### src/rtl/cdb_arb_mux.sv
// ============================================================================
// Module   : cdb_arb_mux
// Brief    : Registered N-way round-robin arbitrating mux for the CDB.
// Revision : 1.0 - initial release
// ============================================================================
`default_nettype none

module cdb_arb_mux #(
    parameter int WIDTH = 32,
    parameter int TAG_W = 6,
    parameter int N     = 4,
    parameter int SRC_W = $clog2(N)
) (
    input  logic                 clk,
    input  logic                 resetn,
    input  logic [N-1:0]         in_valid,
    output logic [N-1:0]         in_ready,
    input  logic [N*WIDTH-1:0]   in_data,
    input  logic [N*TAG_W-1:0]   in_tag,
    input  logic                 flush,
    output logic                 out_valid,
    input  logic                 out_ready,
    output logic [WIDTH-1:0]     out_data,
    output logic [TAG_W-1:0]     out_tag,
    output logic [SRC_W-1:0]     out_src
);

    localparam logic [SRC_W:0]   C_N    = (SRC_W+1)'(N);
    localparam logic [SRC_W-1:0] C_LAST = SRC_W'(N-1);

    logic             r_valid;
    logic [WIDTH-1:0] r_data;
    logic [TAG_W-1:0] r_tag;
    logic [SRC_W-1:0] r_src;
    logic [SRC_W-1:0] r_ptr;

    logic [SRC_W-1:0] w_ptr_eff;
    logic [SRC_W:0]   w_cand;
    logic [N-1:0]     w_grant;
    logic [SRC_W-1:0] w_win;
    logic [SRC_W-1:0] w_ptr_next;
    logic             w_any;
    logic             w_load;

    // Unreachable pointer encodings collapse to channel 0.
    assign w_ptr_eff = (r_ptr > C_LAST) ? '0 : r_ptr;

    // Scan from the pointer, wrapping modulo N rather than modulo 2^SRC_W.
    always_comb begin
        w_grant = '0;
        w_win   = '0;
        w_any   = 1'b0;
        w_cand  = '0;
        for (int k = 0; k < N; k++) begin
            w_cand = {1'b0, w_ptr_eff} + (SRC_W+1)'(k);
            if (w_cand >= C_N) begin
                w_cand = w_cand - C_N;
            end
            if (!w_any && in_valid[w_cand[SRC_W-1:0]]) begin
                w_any = 1'b1;
                w_win = w_cand[SRC_W-1:0];
            end
        end
        if (w_any) begin
            w_grant[w_win] = 1'b1;
        end
    end

    // Reset also suppresses acceptance so a mid-transfer reset reports nothing.
    assign w_load     = resetn && (!r_valid || out_ready) && !flush;
    assign in_ready   = w_grant & {N{w_load}};
    assign w_ptr_next = (w_win == C_LAST) ? '0 : w_win + 1'b1;

    always_ff @(posedge clk) begin
        if (!resetn) begin
            r_valid <= 1'b0;
            r_data  <= '0;
            r_tag   <= '0;
            r_src   <= '0;
            r_ptr   <= '0;
        end else if (flush) begin
            r_valid <= 1'b0;
        end else if (w_load) begin
            r_valid <= w_any;
            if (w_any) begin
                r_data <= in_data[w_win*WIDTH +: WIDTH];
                r_tag  <= in_tag[w_win*TAG_W +: TAG_W];
                r_src  <= w_win;
                r_ptr  <= w_ptr_next;
            end
        end
    end

    assign out_valid = r_valid;
    assign out_data  = r_data;
    assign out_tag   = r_tag;
    assign out_src   = r_src;

endmodule

`default_nettype wire

### config.mk
export PLATFORM = sky130hd
export DESIGN_NAME = cdb_arb_mux
export DESIGN_NICKNAME = d
export VERILOG_FILES = /design/src/rtl/cdb_arb_mux.sv
export SDC_FILE = /design/constraint.sdc
export NUM_CORES = 1
export LEC_CHECK = 0
export CAP_MARGIN = 20
export CORE_ASPECT_RATIO = 1.25
export CORE_MARGIN = 2
export CORE_UTILIZATION = 25
export CTS_BUF_LIST = sky130_fd_sc_hd__clkbuf_16
export CTS_CLUSTER_SIZE = 25
export DETAILED_ROUTE_END_ITERATION = 8
export SLEW_MARGIN = 0
export SYNTH_ARGS = -nofsm -noshare
export SYNTH_HDL_FRONTEND = slang
export SYNTH_SLANG_ARGS = --single-unit
### constraint.sdc
create_clock -name clk -period 2.35 [get_ports clk]
set_clock_uncertainty 0.05 [all_clocks]
set_input_delay 0.47 -clock clk [delete_from_list [all_inputs] [get_ports clk]]
set_output_delay 0.47 -clock clk [all_outputs]
set_load 0.005 [all_outputs]
==> metrics.log <==
[metrics] run status: finished, final reports clean
[metrics] commonest cells after routing, fill and taps aside: sky130_fd_sc_hd__clkdlybuf4s50_1 (196), sky130_fd_sc_hd__mux2i_1 (79), sky130_fd_sc_hd__dfxtp_1 (42), sky130_fd_sc_hd__nand2_1 (39), sky130_fd_sc_hd__o221ai_2 (38)
[metrics] synthesized instance count: 250
[metrics] number of remaining DRC errors: 0
[metrics] synth unique cells: 27
[metrics] CTS buffer count: 5
[metrics] total of warnings raised by yosys: 0
[metrics] clock insertion delay at the later pin of the skew report: 0.29 ns
[metrics] worst vdd ir: 280 µV
[metrics] number of cells after detailed placement: 584
[metrics] die width: 99.4 µm
[metrics] row cnt: 43
[metrics] gp weighted congestion: 0.745
[metrics] number of flip-flops and latches in the synthesized netlist: 43
[metrics] number of H-tree levels: 2
[metrics] unrepaired setup endpoints after global routing: no
[metrics] Die Y-Extent: 123 µm
[metrics] Cell Area, Synth: 0.00284 mm²
[metrics] TritonRoute pass-1 iters: 4
[metrics] Critical Path Source Type: register
[metrics] sink count of the clock tree: 43
[metrics] P_leak: 0.00190 µW
[metrics] overall track demand over capacity in global routing: 15.4%
[metrics] initial antenna violation count: 0
[metrics] fraction of the yosys area taken by sequential cells: 30.3%
[metrics] placeable core region: 0.0111 mm²
[metrics] GR Overflow Total: 0
[metrics] total die area: 0.0122 mm²
[metrics] crit share post-route: 96.3%
[metrics] MaxCap Viol Count: 0
[metrics] syn nets: 411
[metrics] share of the core filled with cells in the final layout: 46.7%
[metrics] average cell area after synthesis: 11.4 µm²
[metrics] number of nets with antenna violations after detailed routing: 0
[metrics] Max-Slew Margin vs Limit: 50.8%
[metrics] CP Data Required Time: 1.83 ns
[metrics] endpoint arrival time on the critical path: 1.74 ns
[metrics] Finish-stage setup viols: 0
[metrics] fraction of final layout cells sized beyond drive strength 1: 17.0%
[metrics] via count: 2789
[metrics] fin nets: 619
[metrics] count of buffers from port buffering: 204
[metrics] Antenna Cells: 0
[metrics] buffer cell driving the clock tree root: sky130_fd_sc_hd__clkbuf_16
[metrics] final max-slew violation count: 0
[metrics] total wirelength of the detailed-routed design: 9.75 mm
[metrics] power density of the placed cells: 493 mW/mm²
[metrics] maximum net fanout on the critical path: 5
[metrics] final period demand of the worst path: 2.26 ns
[metrics] worst min-delay path category: register to register
[metrics] CTS tree: yes
[metrics] Final Hold Fails: 0
[metrics] IO Pins: 205
[metrics] first-pass GRT wire length: 14.8 mm
[metrics] most common cell after layout, fill and taps aside: sky130_fd_sc_hd__clkdlybuf4s50_1
[metrics] Detailed Place HPWL: 7.39 mm
[metrics] vias per cell: 4.70
[metrics] Longest Clk Path Bufs: 2
[metrics] Worst-Margin Slew: 0.739 ns
[metrics] Sum Neg Setup Slack: 0 ns
[metrics] number of filler instances in the final layout: 1077
[metrics] crit path kind: register to output port
[metrics] Max Clk Rate: 442 MHz
[metrics] wire length per cell: 16.4 µm
[metrics] maximum number of pins on one net before global-route repair: 48
[metrics] layout-stage area growth over the synthesis result: 82.1%
[metrics] vias in the first global route: 2934
[metrics] endpoint class of the critical path: output port
[metrics] final standard cell count with taps included and fillers excluded: 594
[metrics] clock slew seen by the registers of the worst setup and hold paths: 0.06 ns
[metrics] DRC violation total after the first TritonRoute iteration: 79
[metrics] starting density of the core: 25.6%
[flip-flops by register name (all words and copies together), names as in the netlist]
signal,flops
out_tag,6
out_valid,1
out_data,32
r_ptr,2
out_src,2
[logic make-up (layout without fill, tap and decap cells)]
group / Yosys count / in the layout / share of synthesized area [%]
simple gates: 55 / 55 / 9.38
buf+inv: 23 / 232 / 8.76
compound gates: 49 / 49 / 23.3
mux: 79 / 79 / 27.8
flops: 43 / 43 / 30.3
fa+ha+maj: 1 / 1 / 0.440
[cell type report]
type                       instances  area, µm²  share of cell area (%)
sequential                        43        862                    16.7
clock buffer                       5        125                    2.42
timing repair buffer             222       2200                    42.4
inverter                           2       7.51                   0.145
tap                              135        169                    3.26
multi-input combinational        184       1770                    34.3
clock inverter                     3       43.8                   0.846
[synthesized netlist by cell type, drive strengths merged]
cell type / n / area [µm²]
a2bb2oi: 1 / 15.0
nand3b: 1 / 7.51
a21boi: 1 / 7.51
nor2: 5 / 26.3
nor3: 1 / 16.3
inv: 2 / 7.51
o41ai: 1 / 27.5
nand2: 40 / 153
o21ai: 2 / 10.0
and2: 1 / 6.26
mux2i: 79 / 791
o221ai: 38 / 571
ha: 1 / 12.5
buf: 21 / 241
a21oi: 5 / 25.0
nor4: 1 / 6.26
nor3b: 1 / 12.5
o21a: 1 / 7.51
nand2b: 3 / 26.3
nor2b: 2 / 12.5
dfxtp: 43 / 861
[what timing repair did]
action                     in CTS  in global routing
pin swaps                       5                  1
hold buffers                    0                  0
setup buffers                   2                  0
resized for setup              17                  3
setup endpoints to repair      43                 11
[critical path: stages, from the launching register on]
cell and delay [ns]:
sky130_fd_sc_hd__dfxtp_2 0.33, sky130_fd_sc_hd__buf_4 0.15, sky130_fd_sc_hd__nand2_1 0.09, sky130_fd_sc_hd__nand3b_1 0.14, sky130_fd_sc_hd__a2bb2oi_4 0.21, sky130_fd_sc_hd__buf_4 0.16
sky130_fd_sc_hd__inv_1 0.04, sky130_fd_sc_hd__nor2_1 0.09, sky130_fd_sc_hd__dlygate4sd2_1 0.25
[final timing paths]
| path | start | to | slack [ns] | cells past startpoint |
|---|---|---|---|---|
| worst min register to register | out_data[6] | out_data[6] | 0.41 | 2 |
| worst max register to register | r_ptr[1] | out_data[17] | 0.19 | 8 |
| worst min-delay path | out_data[6] | out_data[6] | 0.41 | 2 |
| worst max-delay path | r_ptr[1] | in_ready[2] | 0.09 | 8 |
[routing by layer]
metal	up-vias	track usage (%)	part of all wire, %	wire length, µm
met3	14	5.03	8.5	827
met2	123	29.1	52	5080
li1	1371	-	-	-
met1	1281	16.2	37	3630
met5	-	0	0	0
met4	0	4.28	2.1	207
[through the flow]
stage	power [µW]	cell area [µm²]	worst slack, ns	hold slack, ns
finish	2550	5180	0.0880	0.413
global route	2700	5180	0.00460	0.436
CTS	2610	5180	0.0325	0.417
detailed placement	1770	4970	-0.560	0.400
global placement	1760	4970	-0.514	0.395
floorplan	1300	2840	0.473	0.409
[power by group]
| group | internal, µW | switching, µW |
|---|---|---|
| logic | 567 | 340 |
| registers | 805 | 38.4 |
| clock network | 501 | 300 |
No activity file was read; power rests on OpenSTA's default activity.
